### config.mk
export PLATFORM = sky130hd
export DESIGN_NAME = mem_access_arbiter
export DESIGN_NICKNAME = d
export VERILOG_FILES = /design/src/rtl/mem_arb_pkg.sv /design/src/rtl/mem_access_arbiter_rr_pick2.sv /design/src/rtl/mem_access_arbiter.sv
export SDC_FILE = /design/constraint.sdc
export NUM_CORES = 1
export LEC_CHECK = 0
export ABC_AREA = 1
export CAP_MARGIN = 20
export CORE_UTILIZATION = 33
export DETAILED_ROUTE_END_ITERATION = 16
export GPL_TIMING_DRIVEN = 0
export PLACE_DENSITY = 0.71
export SLEW_MARGIN = 30
export SYNTH_ARGS = -nofsm -noshare
export SYNTH_HDL_FRONTEND = slang
export SYNTH_SLANG_ARGS = --single-unit
### constraint.sdc
create_clock -name clock -period 2.1 [get_ports clock]
set_clock_uncertainty 0.15 [all_clocks]
set_input_delay 0.21 -clock clock [delete_from_list [all_inputs] [get_ports clock]]
set_output_delay 0.21 -clock clock [all_outputs]
set_load 0.05 [all_outputs]
### src/rtl/mem_arb_pkg.sv
// Shared types and encodings for the two-port memory access arbiter.
// Op encoding matches the control unit's MemReadWrite pin.
package mem_arb_pkg;

    typedef enum logic [1:0] {
        IDLE   = 2'd0,
        ACCESS = 2'd1,
        DONE   = 2'd2
    } state_t;

    typedef logic port_t;

    localparam port_t PORT_CPU = 1'b0;
    localparam port_t PORT_LDR = 1'b1;

    localparam logic MEM_READ  = 1'b0;
    localparam logic MEM_WRITE = 1'b1;

    function automatic logic [1:0] port_onehot(input port_t p);
        return (p == PORT_LDR) ? 2'b10 : 2'b01;
    endfunction

    function automatic port_t onehot_port(input logic [1:0] oh);
        return oh[1] ? PORT_LDR : PORT_CPU;
    endfunction

endpackage

### src/rtl/mem_access_arbiter_rr_pick2.sv
// Two-way round-robin winner select; purely combinational, one-hot result.
// On contention the port that did not own the previous transaction wins.
module rr_pick2
    import mem_arb_pkg::*;
(
    input  logic [1:0] req,
    input  port_t      last_grant,
    output logic [1:0] win
);

    always_comb begin
        win = 2'b00;
        if (req == 2'b11) begin
            win = port_onehot(~last_grant);
        end else if (req[PORT_CPU]) begin
            win = port_onehot(PORT_CPU);
        end else if (req[PORT_LDR]) begin
            win = port_onehot(PORT_LDR);
        end
    end

endmodule

### src/rtl/mem_access_arbiter.sv
// Shares the single-port memory between the CPU (port 0) and the loader (port 1)
// with a req/done handshake and a parameterised access latency.
//
// state  | meaning
// IDLE   | arbitrate pending requests, latch the winner's op/addr/wdata
// ACCESS | memory pins driven from latched values, latency counter running
// DONE   | one-cycle done pulse to the owner, last-grant updated
module mem_access_arbiter
    import mem_arb_pkg::*;
#(
    parameter int ADDR_W    = 32,
    parameter int DATA_W    = 32,
    parameter int READ_LAT  = 3,
    parameter int WRITE_LAT = 1
) (
    input  logic              clock,
    input  logic              reset,
    input  logic [1:0]        req,
    input  logic [1:0]        we,
    input  logic [ADDR_W-1:0] addr0,
    input  logic [ADDR_W-1:0] addr1,
    input  logic [DATA_W-1:0] wdata0,
    input  logic [DATA_W-1:0] wdata1,
    output logic [1:0]        gnt,
    output logic [1:0]        done,
    output logic [DATA_W-1:0] rdata,
    output logic              busy,
    output logic [ADDR_W-1:0] mem_addr,
    output logic [DATA_W-1:0] mem_wdata,
    output logic              mem_rw,
    input  logic [DATA_W-1:0] mem_rdata
);

    localparam int MAX_LAT = (READ_LAT > WRITE_LAT) ? READ_LAT : WRITE_LAT;
    localparam int CNT_W   = (MAX_LAT > 1) ? $clog2(MAX_LAT) : 1;

    // Counter reaches zero on the last ACCESS cycle, so ACCESS lasts exactly LAT cycles.
    localparam logic [CNT_W-1:0] RD_LOAD = CNT_W'(READ_LAT - 1);
    localparam logic [CNT_W-1:0] WR_LOAD = CNT_W'(WRITE_LAT - 1);

    state_t           state;
    port_t            last_grant;
    logic             op_we;
    logic [CNT_W-1:0] cnt;
    logic [1:0]       win;
    port_t            win_port;

    rr_pick2 u_pick (
        .req        (req),
        .last_grant (last_grant),
        .win        (win)
    );

    assign win_port = onehot_port(win);

    always_ff @(posedge clock) begin
        if (!reset) begin
            state      <= IDLE;
            last_grant <= PORT_LDR;
            op_we      <= MEM_READ;
            cnt        <= '0;
            gnt        <= 2'b00;
            done       <= 2'b00;
            busy       <= 1'b0;
            mem_rw     <= MEM_READ;
            rdata      <= '0;
            mem_addr   <= '0;
            mem_wdata  <= '0;
        end else begin
            case (state)
                IDLE: begin
                    if (win != 2'b00) begin
                        state     <= ACCESS;
                        gnt       <= win;
                        busy      <= 1'b1;
                        op_we     <= we[win_port];
                        mem_rw    <= we[win_port];
                        mem_addr  <= (win_port == PORT_LDR) ? addr1 : addr0;
                        mem_wdata <= (win_port == PORT_LDR) ? wdata1 : wdata0;
                        cnt       <= (we[win_port] == MEM_WRITE) ? WR_LOAD : RD_LOAD;
                    end
                end
                ACCESS: begin
                    if (cnt == '0) begin
                        if (op_we == MEM_READ) begin
                            rdata <= mem_rdata;
                        end
                        mem_rw <= MEM_READ;
                        done   <= gnt;
                        state  <= DONE;
                    end else begin
                        cnt <= cnt - 1'b1;
                    end
                end
                DONE: begin
                    done       <= 2'b00;
                    gnt        <= 2'b00;
                    busy       <= 1'b0;
                    last_grant <= onehot_port(gnt);
                    state      <= IDLE;
                end
                default: begin
                    state  <= IDLE;
                    gnt    <= 2'b00;
                    done   <= 2'b00;
                    busy   <= 1'b0;
                    mem_rw <= MEM_READ;
                end
            endcase
        end
    end

endmodule

* Word level (Yosys, flattened, before mapping)
Cells that the tools add are included.
** Storage, ports and cells
- Bits in writable memories :: 0
- Register bits :: 108
- Bits in read-only memories :: 0
- Bits of input ports :: 166
- Output and inout bits :: 102
- Memories kept :: 0
- Latch bits :: 0
- Word-level logic and storage cells :: 60
** Operators by class
- Add/subtract/negate cells :: 1
- $lt $le $gt $ge :: 1
- Divide/modulo/power cells :: 0
- $mul :: 0
- Reductions and logical operators :: 11
- Bitwise operators :: 4
- Equal/unequal tests :: 6
- Muxes and demuxes :: 26
- Shifts and indexed selects :: 0
** Operators with widths (count)
- 32-bit 2-to-1 mux :: 2
- 2-bit 2-to-1 mux :: 11
- 2-bit one-hot mux with 2 select lines :: 4
- 3-bit AND reduction :: 3
- 2-bit AND reduction :: 4
- 1-bit 2-to-1 mux :: 7
- 2-bit inequality test (second input constant) :: 3
- 2-bit equality test (second input constant) :: 2
- 2-bit logical NOT :: 2
- 1-bit inverter :: 4
- 2-bit nonzero test :: 2
- 1-bit one-hot mux with 3 select lines :: 1
- 2-bit by 1-bit equality test with 1-bit output (second input constant) :: 1
- 1-bit by 2-bit less-than comparator with 1-bit output (second input constant) :: 1
- 1-bit one-hot mux with 2 select lines :: 1
- 2-bit by 1-bit subtractor with 2-bit output (second input constant) :: 1

* Depth between registers and ports, before layout
Gate-level depths: netlist (run 1).
- Depth in word-level cells :: 9
- Depth in mapped cells :: 8
- Gate-level depth less buffers :: 7

* By module
Synthesis (run 1) repeated with hierarchy kept, for this count alone.
** Second synthesis, totals
- Cell total of the unflattened synthesis :: 705
- Area, all modules :: 4719.5 µm²
** Modules (own cells, without submodules)
- mem_access_arbiter :: cells an instance 700, seq. area each 2162.1 µm², area each 4698.3 µm², instances 1
- rr_pick2 :: cells an instance 5, seq. area each 0.0 µm², area each 21.3 µm², instances 1

* Least setup slack after synthesis (run 1)
OpenSTA, ideal clock, no wires.
- Kind :: reg2reg
- From :: reg cnt[0]
- To :: reg rdata[10]
- Arrival time :: 1.195 ns
- Setup time :: 0.132 ns
- Cell stages (with the launch flop) :: 9
- Clock period less this slack :: 1.477 ns
- Data required time :: 1.818 ns
- Setup slack :: 0.623 ns
- Path buffers :: 1
- Cell sequence :: dfxtp_1 > inv_1 > ha_1 > inv_1 > nor2_1 > nand2_1 > buf_2 > nand2_1 > a21oi_1
** On the way
- Word-level cells in the longest chain between the ends :: 2
** RTL lines
- start: declaration :: RTL line mem_access_arbiter.sv:44 : logic [CNT_W-1:0] cnt;
- start signal: assignment :: RTL line mem_access_arbiter.sv:80 : cnt <= (we[win_port] == MEM_WRITE) ? WR_LOAD : RD_LOAD;
- start signal: assignment :: RTL line mem_access_arbiter.sv:92 : cnt <= cnt - 1'b1;
- 2-bit logical NOT :: RTL line mem_access_arbiter.sv:84 : if (cnt == '0) begin
- 3-bit AND reduction (no line)
- end signal: assignment :: RTL line mem_access_arbiter.sv:86 : rdata <= mem_rdata;
- end: declaration :: RTL line mem_access_arbiter.sv:26 : output logic [DATA_W-1:0] rdata,
Every way passes these cells.
A chain may end at the register's enable or synchronous reset.

* Worst setup path in the final report (run 1)
- From :: reg gnt[1]
- To :: out gnt[1]
** RTL lines
- start: declaration :: RTL line mem_access_arbiter.sv:24 : output logic [1:0] gnt,
- start signal: assignment :: RTL line mem_access_arbiter.sv:74 : gnt <= win;
No word-level cell between the ends.

==> results of run 1 <==
kinds of logic (layout without fill, tap and decap cells):
kind of cell | Yosys count | in the layout | synth area share, %
buffers and inverters | 61 | 341 | 8.37
adder cells (fa/ha/maj) | 1 | 1 | 0.266
AND/OR/NAND/NOR | 291 | 291 | 24.7
AO/OA/AOI/OAI | 174 | 174 | 20.7
flip-flops | 108 | 108 | 45.9
per-stage QoR:
step / instances / hold WS, ns / area [um2]
2_1_floorplan: 635 / 0.185 / 4710
3_3_place_gp: 1082 / 0.299 / 7600
6_report: 1095 / 0.290 / 7870
4_1_cts: 1095 / 0.278 / 7870
3_5_place_dp: 1082 / 0.302 / 7600
5_1_grt: 1095 / 0.288 / 7870
sequential cells by signal, summed over array words and instances, names as in the netlist, 2 cells and up:
register   flops
state          2
done           2
gnt            2
rdata         32
mem_wdata     32
mem_addr      32
cnt            2
where the power goes:
group / switching [mW] / leakage (nW) / internal [mW]
sequential: 0.188 / 0.891 / 2.42
clock: 0.738 / 0.129 / 0.849
combinational: 2.42 / 2.12 / 1.43
total: 3.35 / 3.14 / 4.70
area by class of cell:
| type | instances | area [um2] |
|---|---|---|
| inverter | 13 | 48.8 |
| clock inverter | 2 | 12.5 |
| buffer | 48 | 345 |
| clock buffer | 11 | 253 |
| fill | 1374 | 6010 |
| tap | 180 | 225 |
| timing repair buffer | 267 | 2670 |
| multi-input combinational | 466 | 2150 |
| sequential | 108 | 2160 |
cell usage in the layout, fill, tap and decap left out, types with 9 or more instances in the layout:
master / netlist / routed
clkbuf_16: 0 / 9
clkbuf_1: 10 / 10
nand2_1: 178 / 178
buf_2: 20 / 20
nor2_1: 68 / 68
buf_6: 9 / 9
clkdlybuf4s50_1: 0 / 267
nand3_1: 40 / 40
inv_1: 9 / 9
dfxtp_1: 108 / 108
a21oi_1: 79 / 79
a21oi_2: 26 / 26
o21ai_1: 27 / 27
o21ai_0: 40 / 40
layer usage:
layer	GRT usage (%)	vias up	share of wire, %
met5	0	-	0
met4	9.10	0	2.8
met3	5.40	26	6.7
met2	36.9	180	48
met1	25.3	2286	42
li1	-	2627	-
worst min-delay path by stage:
stage             startpoint      endpoint  slack (ns)  cells past startpoint
2_1_floorplan      addr1[10]  mem_addr[10]        0.18                      2
3_3_place_gp        rdata[9]      rdata[9]        0.30                      2
3_5_place_dp       rdata[14]     rdata[14]        0.30                      2
4_1_cts        mem_rdata[31]     rdata[31]        0.28                      3
5_1_grt         mem_rdata[2]      rdata[2]        0.29                      3
6_report        mem_rdata[2]      rdata[2]        0.29                      3
==> impl_metrics.toml, run 1 <==
[power]
leakage_nw = 3.14
powerDensity_nw_per_um2 = 1020
total_power_mw = 8.05
vdd_drop_max_v = 0.000423

[critical_path]
worstSetupPathType = "flip-flop to primary output"
critPathMaxStageDelay_ns = 0.85
r2r_slack_ns = 0.28
reg2reg_to = "rdata[20]"
worstSetupEndpointType = "primary output"
crit_path_end = "gnt[1]"
worst-r2r-cell-count = 8
crit_start = "gnt[1]"
path_max_fanout = 3
cp-start-kind = "flip-flop"
crit_chain = "clkdlybuf4s50_1"
arrival_ns = 1.54
critPathBufInv = 1
critPathTopFamily = "buffers and inverters"
slowest_stage = "clkdlybuf4s50_1"
path_depth = 1
cp.required_ns = 1.74
reg2reg_from = "cnt[0]"

[sta]
setup_tns_ns = 0
worst_slack_ns = 0.201
slew_headroom_pct = 62.7
worstMarginPinSlew_ns = 0.557
fin_crit_ns = 1.90
fin_crit_sh_pct = 90.4
max_freq_mhz = 527
finalSetupViolations = 0
rsz0062_at_grt = "false"
drv_slew = 0
hold_viol = 0

[drt]
drc_errors = 0
dr.pass1.iters = 4
vias_per_cell = 4.67
antenna_left = 0
wire_per_inst_um = 14.3
totalWireLength_mm = 15.7
dr_total_vias = 5119
drtIter0Drc = 262

[synthesis]
ys_types = 23
ys.flop_type = "dfxtp_1"
synth_area_leader_cell = "dfxtp_1"
ys_ff_latch = 108
synth_edf_count = 0
synth.avg_cell_area_um2 = 7.41
netlist_area_um2 = 4710
synthCells = 635
async_flop_share_pct = 0
synth_top_area_share_pct = 45.9
ys_top_cells_by_area = "dfxtp_1 (46%), nand2_1 (14%), a21oi_1 (8.4%), nor2_1 (5.4%), a21oi_2 (4.8%)"
yosysMostFrequentCell = "nand2_1"
netlist_top_cells_count = "nand2_1 (178), dfxtp_1 (108), a21oi_1 (79)"
ys_warn_count = 0
synth_nets = 802
yosysSeqAreaShare_pct = 45.9

[floorplanning]
die_h_um = 121
chipWidth_um = 121
coreArea_um2 = 13900
rows = 43
start_util_pct = 33.9
io_pins = 268
die_area_um2 = 14700

[layout]
postLayoutCoreUtil_pct = 56.7
area_growth_syn_to_layout_pct = 67.2
diodes = 0
drive_gt1_share_pct = 9.29
nNetsFinal = 1080

[clock_tree]
clock_sinks = 108
clk_latency_ns = 0.34
numCtsBuffers = 9
h-tree-depth = 3
clock_path_buffers = 2
cts_tree = "yes"
cts_resized = 0
clk_pin_slew_worst_paths_ns = 0.07
cts_setup_buffers = 0
cts_root_buffer = "clkbuf_16"
hold_buffers = 0

[worst_hold_path]
min_path_type = "input port to flip-flop"

[outcome]
status = "finished, final reports clean"

[placed_design]
place_ws_ns = 0.0413
port_buffers = 267
gp_congestion = 0.786
post-dp-hpwl_mm = 11.9

[global_route]
track_usage_pct = 21.5
grt_max_degree = 16
grt_pass1_vias = 5059
grt_pass1_wl_mm = 24.8
antenna_found_initial = 0
overflow = 0

[job]
max_cap_viol_count = 0
(Power assumes the default switching activity.)
==> run 2: changes to the inputs <==
--- a/config.mk
+++ b/config.mk
@@ -10,6 +10,7 @@
 export CORE_UTILIZATION = 33
 export DETAILED_ROUTE_END_ITERATION = 16
 export GPL_TIMING_DRIVEN = 0
+export MAX_ROUTING_LAYER = met4
 export PLACE_DENSITY = 0.71
 export SLEW_MARGIN = 30
 export SYNTH_ARGS = -nofsm -noshare
==> run 2 against run 1 <==
Compared with the run above: combinational power barely moved; non-clock buffer count did not move; critical path type unchanged; maximum frequency fell by 0.31%; largest power group unchanged.
==> impl_metrics.toml, run 2 (synthesized netlist as in run 1, its figures left out) <==
[outcome]
status = "finished, final reports clean"

[power]
switchingPower_mw = 3.35
leakage_nw = 3.14
pwr-share-comb_pct = 47.8
powerDensity_nw_per_um2 = 1020
total_power_mw = 8.05
vdd_drop_max_v = 0.000423
p_int_mw = 4.70
pwr-share-seq_pct = 32.5
p_sw_share_pct = 41.6
power_frac_clock_pct = 19.7

[floorplanning]
die_area_um2 = 14700
chipWidth_um = 121
start_util_pct = 33.9
io_pins = 268
coreArea_um2 = 13900
die_h_um = 121
rows = 43

[critical_path]
critPathMaxStageDelay_ns = 0.86
path_max_fanout = 3
critPathTopFamily = "buffers and inverters"
r2r_slack_ns = 0.28
cp.required_ns = 1.74
cp-start-kind = "flip-flop"
arrival_ns = 1.55
crit_chain = "clkdlybuf4s50_1"
worstSetupEndpointType = "primary output"
worstSetupPathType = "flip-flop to primary output"
slowest_stage = "clkdlybuf4s50_1"
worst-r2r-cell-count = 8
path_depth = 1
critPathBufInv = 1

[drt]
drtIter0Drc = 252
dr.pass1.iters = 4
drc_errors = 0
wire_per_inst_um = 14.3
vias_per_cell = 4.66
totalWireLength_mm = 15.7
dr_total_vias = 5099
antenna_left = 0

[sta]
finalSetupViolations = 0
slew_headroom_pct = 62.5
hold_viol = 0
worstMarginPinSlew_ns = 0.561
setup_tns_ns = 0
rsz0062_at_grt = "false"
fin_crit_sh_pct = 90.7
max_freq_mhz = 525
fin_crit_ns = 1.91
drv_slew = 0

[clock_tree]
cts_root_buffer = "clkbuf_16"
clock_sinks = 108
cts_resized = 0
hold_buffers = 0
numCtsBuffers = 9
cts_setup_buffers = 0
clk_latency_ns = 0.34
cts_tree = "yes"
h-tree-depth = 3
clock_path_buffers = 2
clk_pin_slew_worst_paths_ns = 0.07

[layout]
drive_gt1_share_pct = 9.29
top_regs = "mem_addr (32), mem_wdata (32), rdata (32)"
stdcell_area_um2 = 7870
mostFrequentLayoutCell = "clkdlybuf4s50_1"
area_growth_syn_to_layout_pct = 67.2
final_cell_mix = "clkdlybuf4s50_1 (267), nand2_1 (178), dfxtp_1 (108)"
layout.cells.non_filler = 1095
postLayoutCoreUtil_pct = 56.7
fill_cells = 1374
diodes = 0
nNetsFinal = 1080

[global_route]
grt_max_degree = 16
grt_pass1_wl_mm = 24.8
overflow = 0
antenna_found_initial = 0
track_usage_pct = 22.2
grt_pass1_vias = 5070

[worst_hold_path]
min_path_type = "input port to flip-flop"
holdPathStages = 3

[placed_design]
gp_congestion = 0.797
port_buffers = 267
dp.cells = 1082
post_dp_cell_area_um2 = 7600
post-dp-hpwl_mm = 11.9

[job]
max_cap_viol_count = 0
-- run 2: cell counts in the layout (fill, tap and decap cells not counted) --
No cell type changed its count.
-- run 2: final cells by class --
class / count / area [um2] / area share, %
sequential: 108 / 2160 / 27.5
multi-input combinational: 466 / 2150 / 27.3
inverter: 13 / 48.8 / 0.620
buffer: 48 / 345 / 4.39
timing repair buffer: 267 / 2670 / 34.0
clock inverter: 2 / 12.5 / 0.159
clock buffer: 11 / 253 / 3.21
tap: 180 / 225 / 2.86
-- run 2: path summary, 6_finish.rpt --
| check | from | end |
|---|---|---|
| hold reg to reg | rdata[11] | rdata[11] |
| setup reg to reg | cnt[0] | rdata[20] |
| hold / removal | mem_rdata[2] | rdata[2] |
| setup / recovery | gnt[1] | gnt[1] |
-- run 2: metal layers --
metal | wire, um | vias to the layer above | global-route usage (%) | part of all wire (%)
met2 | 7660 | 176 | 36.9 | 49
met1 | 6740 | 2268 | 26.0 | 43
met5 | 0 | - | - | 0
met4 | 329 | 0 | 9.10 | 2.1
li1 | - | 2632 | - | -
met3 | 932 | 23 | 4.42 | 5.9
-- run 2: power by group through the flow --
stage	clock network [mW]	registers, mW	logic (mW)
floorplan	0	3.85	1.28
global placement	0	2.64	3.86
detailed placement	0	2.65	3.86
CTS	1.63	2.61	3.87
global route	1.72	2.66	4.12
finish	1.59	2.61	3.85
-- run 2: metrics by stage --
stage | setup WS (ns) | hold slack (ns)
finish | 0.195 | 0.290
detailed placement | 0.0413 | 0.302
global route | 0.0725 | 0.288
global placement | 0.0411 | 0.299
floorplan | 0.623 | 0.185
CTS | 0.172 | 0.278
-- run 2: worst register-to-register path, cell delays in order, from the launching register on --
cell and delay (ns):
dfxtp_1 0.30, inv_1 0.09, ha_1 0.18, inv_1 0.07, nor2_1 0.32, nand2_1 0.21
buf_2 0.24, nand2_1 0.08, a21oi_1 0.06
